[src/rtl/coprocessor0_params.sv]
// Shared CP0 definitions: sequencer state encoding, MIPS ExcCode values and the
// commit record handed from the exception sequencer to coprocessor 0.
package coprocessor0_params;

    typedef enum logic [1:0] {
        IDLE,
        COMMIT,
        FLUSH,
        REDIRECT
    } SequencerState;

    localparam logic [4:0] EXC_INT  = 5'h00;
    localparam logic [4:0] EXC_ADEL = 5'h04;
    localparam logic [4:0] EXC_SYS  = 5'h08;
    localparam logic [4:0] EXC_BP   = 5'h09;
    localparam logic [4:0] EXC_RI   = 5'h0a;
    localparam logic [4:0] EXC_OV   = 5'h0c;

    typedef struct packed {
        logic        valid;
        logic        eret;
        logic [4:0]  code;
        logic [31:0] pc;
        logic        in_delay_slot;
    } CP0CommitData;

endpackage

[src/rtl/irq_synchronizer.sv]
// Two-flop synchronizer for the raw hardware interrupt lines; used by the
// exception sequencer only when CP0_IRQ_SYNC_EN is defined.
module irq_synchronizer #(
    parameter int WIDTH = 6
) (
    input  logic             clock,
    input  logic             reset,
    input  logic [WIDTH-1:0] async_in,
    output logic [WIDTH-1:0] sync_out
);

    logic [WIDTH-1:0] stage1;
    logic [WIDTH-1:0] stage2;

    always_ff @(posedge clock) begin
        if (!reset) begin
            stage1 <= '0;
            stage2 <= '0;
        end else begin
            stage1 <= async_in;
            stage2 <= stage1;
        end
    end

    assign sync_out = stage2;

endmodule

[src/rtl/cp0_exception_sequencer.sv]
// Sequences interrupt/exception/ERET events at WB: one CP0 commit, a pipeline flush,
// then a PC redirect to IF. Define CP0_IRQ_SYNC_EN to add a 2-flop irq synchronizer.
module cp0_exception_sequencer
    import coprocessor0_params::*;
#(
    parameter logic [31:0] EXCEPTION_VECTOR = 32'hBFC0_0380,
    parameter int unsigned FLUSH_CYCLES     = 2
) (
    input  logic        clock,
    input  logic        reset,
    input  logic        wb_valid,
    input  logic        wb_exception_valid,
    input  logic [4:0]  wb_exception_code,
    input  logic [31:0] wb_pc,
    input  logic        wb_in_delay_slot,
    input  logic        wb_eret,
    input  logic [5:0]  hw_interrupt,
    input  logic        status_ie,
    input  logic        status_exl,
    input  logic [7:0]  status_im,
    input  logic [1:0]  cause_ip_sw,
    input  logic [31:0] epc,
    output logic [5:0]  cause_ip_hw,
    output logic        wb_cancel,
    output logic        wb_stall,
    output logic        cp0_commit_valid,
    output logic        cp0_commit_eret,
    output logic [4:0]  cp0_commit_code,
    output logic [31:0] cp0_commit_pc,
    output logic        cp0_commit_bd,
    output logic        pipe_flush,
    output logic        redirect_valid,
    output logic [31:0] redirect_pc,
    input  logic        redirect_ready
);

    localparam int CNT_W = $clog2(FLUSH_CYCLES + 1);

    SequencerState    state;
    SequencerState    state_next;
    logic [CNT_W-1:0] flush_cnt;
    logic [CNT_W-1:0] flush_cnt_next;
    CP0CommitData     latched;
    CP0CommitData     latched_next;
    logic [31:0]      target;
    logic [31:0]      target_next;

    logic [7:0]       pend;
    logic             irq_take;
    logic             event_take;

`ifdef CP0_IRQ_SYNC_EN
    irq_synchronizer #(
        .WIDTH(6)
    ) u_irq_sync (
        .clock    (clock),
        .reset    (reset),
        .async_in (hw_interrupt),
        .sync_out (cause_ip_hw)
    );
`else
    always_ff @(posedge clock) begin
        if (!reset) begin
            cause_ip_hw <= '0;
        end else begin
            cause_ip_hw <= hw_interrupt;
        end
    end
`endif

    // Interrupts are judged on the sampled lines, so the decision is stable for the whole cycle.
    always_comb begin
        pend       = {cause_ip_hw, cause_ip_sw} & status_im;
        irq_take   = status_ie & ~status_exl & (|pend);
        event_take = wb_valid & (irq_take | wb_exception_valid | wb_eret);
    end

    always_ff @(posedge clock) begin
        if (!reset) begin
            state     <= IDLE;
            flush_cnt <= '0;
            latched   <= '0;
            target    <= '0;
        end else begin
            state     <= state_next;
            flush_cnt <= flush_cnt_next;
            latched   <= latched_next;
            target    <= target_next;
        end
    end

    always_comb begin
        state_next       = state;
        flush_cnt_next   = flush_cnt;
        latched_next     = latched;
        target_next      = target;
        wb_cancel        = 1'b0;
        cp0_commit_valid = 1'b0;
        cp0_commit_eret  = 1'b0;
        cp0_commit_code  = 5'h00;
        cp0_commit_pc    = 32'h0;
        cp0_commit_bd    = 1'b0;
        pipe_flush       = 1'b0;
        redirect_valid   = 1'b0;
        redirect_pc      = 32'h0;

        case (state)
            IDLE: begin
                // ERET alone must still write back; only faulting/interrupted instructions are cancelled.
                wb_cancel = wb_valid & (irq_take | wb_exception_valid);
                if (event_take) begin
                    latched_next.valid         = 1'b1;
                    latched_next.pc            = wb_pc;
                    latched_next.in_delay_slot = wb_in_delay_slot;
                    if (irq_take) begin
                        latched_next.eret = 1'b0;
                        latched_next.code = EXC_INT;
                        target_next       = EXCEPTION_VECTOR;
                    end else if (wb_exception_valid) begin
                        latched_next.eret = 1'b0;
                        latched_next.code = wb_exception_code;
                        target_next       = EXCEPTION_VECTOR;
                    end else begin
                        latched_next.eret = 1'b1;
                        latched_next.code = EXC_INT;
                        target_next       = epc;
                    end
                    state_next = COMMIT;
                end
            end

            COMMIT: begin
                cp0_commit_valid = latched.valid;
                cp0_commit_eret  = latched.eret;
                cp0_commit_code  = latched.code;
                cp0_commit_pc    = latched.pc;
                cp0_commit_bd    = latched.in_delay_slot;
                flush_cnt_next   = CNT_W'(FLUSH_CYCLES);
                state_next       = FLUSH;
            end

            FLUSH: begin
                pipe_flush     = 1'b1;
                flush_cnt_next = flush_cnt - CNT_W'(1);
                if (flush_cnt == CNT_W'(1)) begin
                    state_next = REDIRECT;
                end
            end

            REDIRECT: begin
                redirect_valid = 1'b1;
                redirect_pc    = target;
                if (redirect_ready) begin
                    state_next = IDLE;
                end
            end

            default: begin
                state_next = IDLE;
            end
        endcase
    end

    assign wb_stall = (state != IDLE);

endmodule
[config.mk]
export PLATFORM = sky130hd
export DESIGN_NAME = cp0_exception_sequencer
export DESIGN_NICKNAME = d
export VERILOG_FILES = /design/src/rtl/coprocessor0_params.sv /design/src/rtl/irq_synchronizer.sv /design/src/rtl/cp0_exception_sequencer.sv
export SDC_FILE = /design/constraint.sdc
export NUM_CORES = 1
export LEC_CHECK = 0
export ABC_AREA = 0
export CORE_MARGIN = 5
export CORE_UTILIZATION = 24
export DETAILED_ROUTE_END_ITERATION = 7
export GPL_ROUTABILITY_DRIVEN = 0
export PLACE_DENSITY_LB_ADDON = 0.08
export SYNTH_ARGS = -nofsm -noshare
export SYNTH_HDL_FRONTEND = slang
export SYNTH_SLANG_ARGS = --single-unit
[constraint.sdc]
create_clock -name clock -period 1.84 [get_ports clock]
set_input_delay 0.276 -clock clock [delete_from_list [all_inputs] [get_ports clock]]
set_output_delay 0.276 -clock clock [all_outputs]
set_load 0.02 [all_outputs]
* After elaboration in Yosys (flattened, before gate mapping)
Index checks and enable logic that the tools add are counted.
Word-level totals: register bits after elaboration 82, output and inout bits 82
Operators by class: bitwise operators 8, multiplexer cells 18, add/subtract/negate cells 1, reduce and logical (&&, ||, !) cells 6, eq/ne operators 7
Operator list (count):
- 32-bit 2-to-1 mux | 4
- 6-bit 2-to-1 mux | 2
- 8-bit bitwise AND | 1
- 2-bit case mux with 4 select lines | 1
- 8-bit OR reduction | 1
- 1-bit 2-to-1 mux | 6
- 2-bit 2-to-1 mux | 3
- 2-bit inequality test, second input constant | 3
- 5-bit 2-to-1 mux | 1
- 1-bit bitwise AND | 4
- 2-bit by 1-bit == test with 1-bit output, second input constant | 2
- 2-bit == test, second input constant | 2
- 2-bit case mux with 2 select lines | 1
- 2-bit nonzero test | 2
- 3-bit AND reduction | 1
- 2-bit zero test | 1
- 1-bit bitwise OR | 2
- 2-bit AND reduction | 1
- 2-bit by 1-bit subtractor with 2-bit output, second input constant | 1
- 1-bit inverter | 1

* Logic depth before layout (Yosys ltp)
Gate-level depths: netlist (run 1).
depth after elaboration 8, mapped depth 9, depth with buffers taken out 7

* Worst setup path before layout (run 1)
OpenSTA, ideal clock, no wires.
path type flip-flop to flip-flop, start reg state[0], end reg target[22], stages on the path, launching flop included 9, path slack 6 ps, path buffers 1, arrival time 1716 ps, period minus slack after synthesis 1834 ps, library setup time 119 ps, data required time 1721 ps, cells stage by stage dfxtp_1 > inv_1 > ha_1 > inv_2 > nor2_2 > nand2_1 > or3_4 > buf_6 > o221a_1
On the way: word-level cells in the longest chain between the ends 2
Ends and longest elaborated chain:
- from (decl) | RTL line cp0_exception_sequencer.sv:39 | SequencerState state;
- from (signal assigned) | RTL line cp0_exception_sequencer.sv:85 | state <= state_next;
- 2-bit zero test | RTL line cp0_exception_sequencer.sv:107 | case (state)
- 2-bit AND reduction (no source line)
- to (signal assigned) | RTL line cp0_exception_sequencer.sv:88 | target <= target_next;
- to (decl) | RTL line cp0_exception_sequencer.sv:45 | logic [31:0] target;
Every way passes these cells. A chain may end at the register's enable or synchronous reset.

* Worst setup path after layout (run 1)
start reg state[1], end out cp0_commit_pc[11]
On the way: word-level cells in the longest chain between the ends 2
Ends and longest elaborated chain:
- 2-bit by 1-bit == test with 1-bit output | RTL line cp0_exception_sequencer.sv:107
- 32-bit 2-to-1 mux | RTL line cp0_exception_sequencer.sv:107
- to (decl) | RTL line cp0_exception_sequencer.sv:29 | output logic [31:0] cp0_commit_pc,
Every way passes these cells.

==> results of run 1 <==
[path summary, 6_finish.rpt]
path / slack [ns] / to / from / cells past startpoint
max: 0.01 / cp0_commit_pc[11] / state[1] / 5
min: 0.46 / latched[23] / latched[23] / 2
max reg2reg: 0.07 / target[7] / cause_ip_hw[0] / 6
min reg2reg: 0.46 / latched[23] / latched[23] / 2
[metal layers]
layer	vias to the layer above	global-route usage, %
met5	-	0
met4	2	6.11
met3	18	3.44
met2	104	24.4
met1	1770	18.2
li1	1792	-
[metrics by stage]
| stage | cells | setup slack, ns | hold slack [ns] |
|---|---|---|---|
| finish | 765 | 0.0137 | 0.459 |
| global route | 765 | -0.0408 | 0.478 |
| CTS | 765 | -0.00998 | 0.463 |
| detailed placement | 744 | -0.418 | 0.446 |
| global placement | 744 | -0.403 | 0.438 |
| floorplan | 397 | 0.00578 | 0.402 |
[report_power, final]
group,internal (W),switching [W]
Clock,0.00122,0.000723
Combinational,0.000990,0.00115
Sequential,0.00206,0.000141
Total,0.00428,0.00201
[placed cells by master, fill, tap and decap left out, types with 9 or more instances in the layout]
master,count
clkdlybuf4s50_1,97
dfxtp_1,79
and2_1,78
buf_2,47
a21oi_1,40
nand3_1,39
o211ai_1,33
a32o_1,20
buf_4,19
dlygate4sd2_1,14
clkdlybuf4s15_2,10
o221a_1,9
clkbuf_16,9
[cell type report]
cell class / count / area [um2]
clock buffer: 11 / 243
clock inverter: 5 / 77.6
fill: 1554 / 9100
inverter: 8 / 30.0
multi-input combinational: 265 / 1880
sequential: 82 / 1650
tap: 188 / 235
timing repair buffer: 206 / 1870
[repair_timing]
| action | CTS | global route |
|---|---|---|
| gates resized for setup | 231 | 36 |
| buffers inserted | 4 | 1 |
| gates cloned | 3 | 0 |
| setup endpoints to repair | 88 | 88 |
| pin swaps | 6 | 10 |
[sequential cells by signal, summed over array words and instances, names as in the netlist]
name         count
cause_ip_hw      6
flush_cnt        2
latched         40
state            2
target          32
[tightest hold or removal path, cell delays in order (launching register included)]
cell	delay (ns)
dfxtp_1	0.30
nand3_1	0.06
a21oi_1	0.05
[logic make-up (layout without fill, tap and decap cells)]
family          count (synthesis)  in the layout  share of synthesized area, %
mux                             1              1                         0.274
simple gates                  136            137                          22.1
flops                          82             82                          44.9
compound gates                122            122                          25.0
buf+inv                        51            230                          6.03
fa+ha+maj                       5              5                          1.71
==> summary.txt, run 1 <==
Min path
  – Worst hold path class: reg2reg

Yosys
  – Cells after synthesis: 397
  – Main flop type after synthesis: dfxtp_1
  – Asr flop ratio synth: 0%
  – Synth Net Count: 496
  – Largest cells by area after synthesis: dfxtp_1 45%, and2_1 13%, o211ai_1 6.8%
  – Count leader, synth: dfxtp_1
  – Synth cell types: 35
  – Synth top cells by count: 82 x dfxtp_1, 78 x and2_1, 41 x a21oi_1
  – EDFF count, synth: 0
  – Avg Cell Area, Syn: 9.21 um2
  – #FFs+latches synth: 82
  – Post-Syn Area: 3650 um2
  – Yosys warns: 0
  – Area share of the largest cell type after synthesis: 44.9%
  – Cell taking the most area after synthesis: dfxtp_1
  – Sequential area share after synthesis: 44.9%

STA
  – Setup-failing EPs final: 0
  – Period Utilization, post-route: 99.3%
  – RSZ-0062 raised after global routing: yes
  – Final Max Slew Viols: 0
  – TNS Setup: 0 ns
  – Slew @ Worst Pin: 0.500 ns
  – Peak Freq: 548 MHz
  – Slew Limit Headroom: 66.7%
  – Setup Skew: 0.00519 ns
  – Hold Vio Cnt, Final: 0
  – Minimum clock period: 1.83 ns

Clock network
  – Clock Sinks: 82
  – H-tree Lvls: 3
  – Clock Path Buffers: 2
  – Clk_lat worst skew: 0.34 ns
  – Inserted Clock Buffers: 9
  – Reg clk slew, reported paths: 0.06 ns
  – Hold Buf Count CTS: 0
  – Root Driver: clkbuf_16
  – CTS tree: built

Setup path
  – Slowest CP cell: dfxtp_2
  – Crit path DAT: 1.55 ns
  – Crit path cell chain: inv_1, ha_2, buf_12, and2_1, clkdlybuf4s15_2
  – Critical-path maximum fanout: 28
  – Setup CP Type: reg2out
  – Setup crit end kind: output port
  – CP Data Required Time: 1.56 ns
  – Largest stage delay, worst path: 0.37 ns
  – Top cell family by delay on the critical path: buffers and inverters
  – CP Buf/Inv Count: 3
  – Setup crit start kind: flip-flop

Routing
  – DRC viols: 0
  – DR top layer: met5
  – Vias per inst: 4.82
  – Iteration-0 DRC Markers: 182
  – Drt total wl: 13200 um
  – Wl on met1: 5780 um
  – Drt pass-1 iters: 4
  – Vias: 3686
  – Routed len/inst: 17.3 um
  – Met2 Wirelength: 6490 um
  – DR WL met3: 621 um
  – Remaining antenna violation count after routing: 0

Finish
  – Post-route cell area: 5980 um2
  – Synth-to-layout area growth: 63.7%
  – Diodes inserted: 0
  – Share of cells above drive strength 1: 22.9%
  – Final net count: 671
  – Core Util, Final: 39.7%

Pwr
  – Peak VDD IR: 0.480 mV
  – Power Density: 1050 nW/um2
  – Static leakage: 2.43 nW
  – Power after layout: 0.00629 W

Global route
  – Vias in the first global route: 3793
  – First-pass GRT wire length: 20700 um
  – Largest net degree at the start of global routing: 44
  – Congestion Overflow GR: 0
  – GRT Util Overall: 14.6%
  – Initial antenna violation count: 1

Die
  – Chip height: 133 um
  – Rows: 45
  – Io pins: 176
  – Die width: 133 um
  – Core ar.: 15100 um2
  – Total die area: 17800 um2
  – Initial Util: 24.2%

Job
  – Max-Cap Viols: 0

Placement
  – Placed cell area: 5780 um2
  – Port Buffers: 175
  – Post-DP HPWL: 8900 um

Status
  – Status: finished clean
(Power assumes the default switching activity.)
==> inputs of run 2 (changes only) <==
- ABC_CLOCK_PERIOD_IN_PS: default -> 1510
- clock period: 1.84 -> 1.51 ns (I/O delays scaled with it)
==> summary.txt, run 2 (synthesized netlist as in run 1, its figures left out) <==
Finish
  – Largest register FFs: 40 (unchanged)
  – Share of cells above drive strength 1: 44.9% (was 22.9%)
  – Diodes inserted: 0 (unchanged)
  – Largest Register: latched (unchanged)
  – Commonest cells after routing, fill and taps aside: 90 x clkdlybuf4s50_1, 81 x buf_6, 74 x dfxtp_1 (was 97 x clkdlybuf4s50_1, 79 x dfxtp_1, 78 x and2_1)
  – Biggest regs: latched: 40 flops, target: 32 flops, cause_ip_hw: 6 flops (unchanged)
  – Final net count: 704 (was 671)
  – Final std cells w/o fill: 798 (was 765)
  – Synth-to-layout area growth: 97.6% (was 63.7%)
  – Most common cell after layout, fill and taps aside: clkdlybuf4s50_1 (unchanged)
  – Post-route cell area: 7220 um2 (was 5980 um2)

Pwr
  – Clock group share of total power: 26.0% (was 30.9%)
  – Static leakage: 2.94 nW (was 2.43 nW)
  – Switch share: 31.8% (was 32.0%)
  – Power Density: 1270 nW/um2 (was 1050 nW/um2)
  – Comb power frac: 44.2% (was 34.0%)
  – Sequential Power Share: 29.8% (was 35.1%)
  – Peak VDD IR: 0.648 mV (was 0.480 mV)
  – Cell internal pwr: 0.00627 W (was 0.00428 W)
  – Switching power: 0.00292 W (was 0.00201 W)

Clock network
  – Root Driver: clkbuf_16 (unchanged)
  – Reg clk slew, reported paths: 0.06 ns (about the same)
  – Clock Sinks: 82 (unchanged)
  – Inserted Clock Buffers: 9 (unchanged)
  – CTS tree: built (unchanged)
  – Clk_lat worst skew: 0.35 ns (was 0.34 ns)
  – Clock Path Buffers: 2 (unchanged)
  – H-tree Lvls: 3 (unchanged)

STA
  – Slew Limit Headroom: 65.0% (was 66.7%)
  – Setup Skew: 0.00653 ns (was 0.00519 ns)
  – Peak Freq: 579 MHz
  – RSZ-0062 raised after global routing: yes (unchanged)
  – Final Max Slew Viols: 0 (unchanged)
  – Worst setup margin: -0.218 ns (was 0.0137 ns)
  – Slew @ Worst Pin: 0.525 ns (was 0.500 ns)
  – Hold Vio Cnt, Final: 0 (unchanged)
  – Setup-failing EPs final: 148 (was 0)
  – Period Utilization, post-route: 114%
  – Minimum clock period: 1.73 ns

Setup path
  – Reg2reg end: target[7] (unchanged)
  – CP Data Required Time: 1.74 ns (was 1.56 ns)
  – R2r worst-path depth: 6 (unchanged)
  – Slowest CP cell: or3_4 (was dfxtp_2)
  – Reg-to-reg critical path startpoint: cause_ip_hw[4] (was cause_ip_hw[0])
  – Setup crit start kind: primary input (was flip-flop)
  – Setup crit end kind: flip-flop (was output port)
  – Reg2Reg Setup Slack: -0.20 ns (was 0.07 ns)
  – Crit path cell chain: clkdlybuf4s50_1, a22oi_2, nand2_2, o21a_4, buf_6, or3_4, o221a_2 (was inv_1, ha_2, buf_12, and2_1, clkdlybuf4s15_2)
  – Largest stage delay, worst path: 0.42 ns (was 0.37 ns)
  – Setup CP Type: in2reg (was reg2out)
  – Top cell family by delay on the critical path: compound AO/OA/AOI/OAI gates (was buffers and inverters)
  – Critical-path maximum fanout: 7 (was 28)
  – Crit path DAT: 1.96 ns (was 1.55 ns)
  – CP Buf/Inv Count: 2 (was 3)

Global route
  – Vias in the first global route: 3952 (was 3793)
  – Congestion Overflow GR: 0 (unchanged)
  – Largest net degree at the start of global routing: 41 (was 44)
  – Initial antenna violation count: 0 (was 1)
  – GRT Util Overall: 15.2% (was 14.6%)
  – First-pass GRT wire length: 21400 um (was 20700 um)

Min path
  – Hold Path Sink: cause_ip_hw[2] (was latched[23])
  – Worst hold path class: in2reg (was reg2reg)
  – Hold_sp: hw_interrupt[2] (was latched[23])
  – Hold path cells: 2 (unchanged)

Routing
  – Remaining antenna violation count after routing: 0 (unchanged)
  – Drt pass-1 iters: 4 (unchanged)
  – Routed len/inst: 18.4 um (was 17.3 um)
  – DRC viols: 0 (unchanged)
  – Iteration-0 DRC Markers: 144 (was 182)
  – Drt total wl: 14700 um (was 13200 um)
  – Vias per inst: 4.87 (was 4.82)
  – Vias: 3883 (was 3686)

Die
  – Die width: 133 um (unchanged)
  – Chip height: 133 um (unchanged)
  – Total die area: 17800 um2 (unchanged)
  – Core ar.: 15100 um2 (unchanged)
  – Rows: 45 (unchanged)
  – Io pins: 176 (unchanged)
  – Initial Util: 24.2% (unchanged)

Status
  – Failing checks: negative setup slack
  – Status: finished with violations (was finished clean)

Placement
  – Placed Cells: 751 (was 744)
  – Post-DP HPWL: 8970 um (was 8900 um)
  – Placed cell area: 5870 um2 (was 5780 um2)
  – Port Buffers: 175 (unchanged)

Job
  – Max-Cap Viols: 0 (unchanged)
run 2: what timing repair did:
item,4_1_cts,5_1_grt
setup buffers,4,17
pin swaps,39,54
hold buffers,0,0
setup endpoints to repair,152,156
cloned,5,11
gates resized for setup,466,130
run 2: layer usage:
layer	vias up	part of all wire (%)	GRT usage (%)
met5	-	0	0
met4	0	3.1	7.77
met3	30	4.6	3.32
met2	110	49	25.5
met1	1870	43	18.2
li1	1873	-	-
run 2: stage by stage:
| stage | utilization, % | TNS, ns | total power [W] | hold slack, ns | setup slack, ns |
|---|---|---|---|---|---|
| floorplan | - | -1.50 | 0.00416 | 0.352 | -0.115 |
| global placement | 38.9 | -55.65 | 0.00542 | 0.439 | -0.682 |
| detailed placement | 38.9 | -57.16 | 0.00546 | 0.448 | -0.670 |
| CTS | 42.9 | -23.88 | 0.00839 | 0.446 | -0.247 |
| global route | 47.9 | -29.82 | 0.00968 | 0.456 | -0.270 |
| finish | 47.9 | -20.46 | 0.00918 | 0.460 | -0.218 |
run 2: power by group through the flow:
stage	clock, W	sequential [W]	combinational, W
3_5_place_dp	0	0.00272	0.00275
5_1_grt	0.00256	0.00278	0.00435
2_1_floorplan	0	0.00269	0.00147
4_1_cts	0.00246	0.00272	0.00320
3_3_place_gp	0	0.00271	0.00271
6_report	0.00239	0.00274	0.00406
run 2: final cells by class:
type | instances | area [um2]
Tap cell | 188 | 235
Inverter | 8 | 37.5
Clock inverter | 5 | 77.6
Sequential cell | 82 | 1660
Timing Repair Buffer | 239 | 2770
Multi-Input combinational cell | 265 | 2200
Clock buffer | 11 | 243
Fill cell | 1430 | 7870
run 2: worst register-to-register path, stage by stage (launching register included):
cell and delay, ns:
dfxtp_2 0.32, a22oi_2 0.15, nand2_2 0.09, o21a_4 0.24
buf_6 0.12, or3_4 0.42, o221a_2 0.26
run 2: worst max path at each step:
stage / from / to / slack, ns / cells after the start
after floorplan: state[1] / target[22] / -0.12 / 8
after global placement: status_im[0] / wb_cancel / -0.68 / 6
after detailed placement: status_im[3] / wb_cancel / -0.67 / 6
after CTS: cause_ip_hw[1] / target[2] / -0.25 / 8
after global routing: state[1] / wb_cancel / -0.27 / 7
final: status_im[3] / target[7] / -0.22 / 7
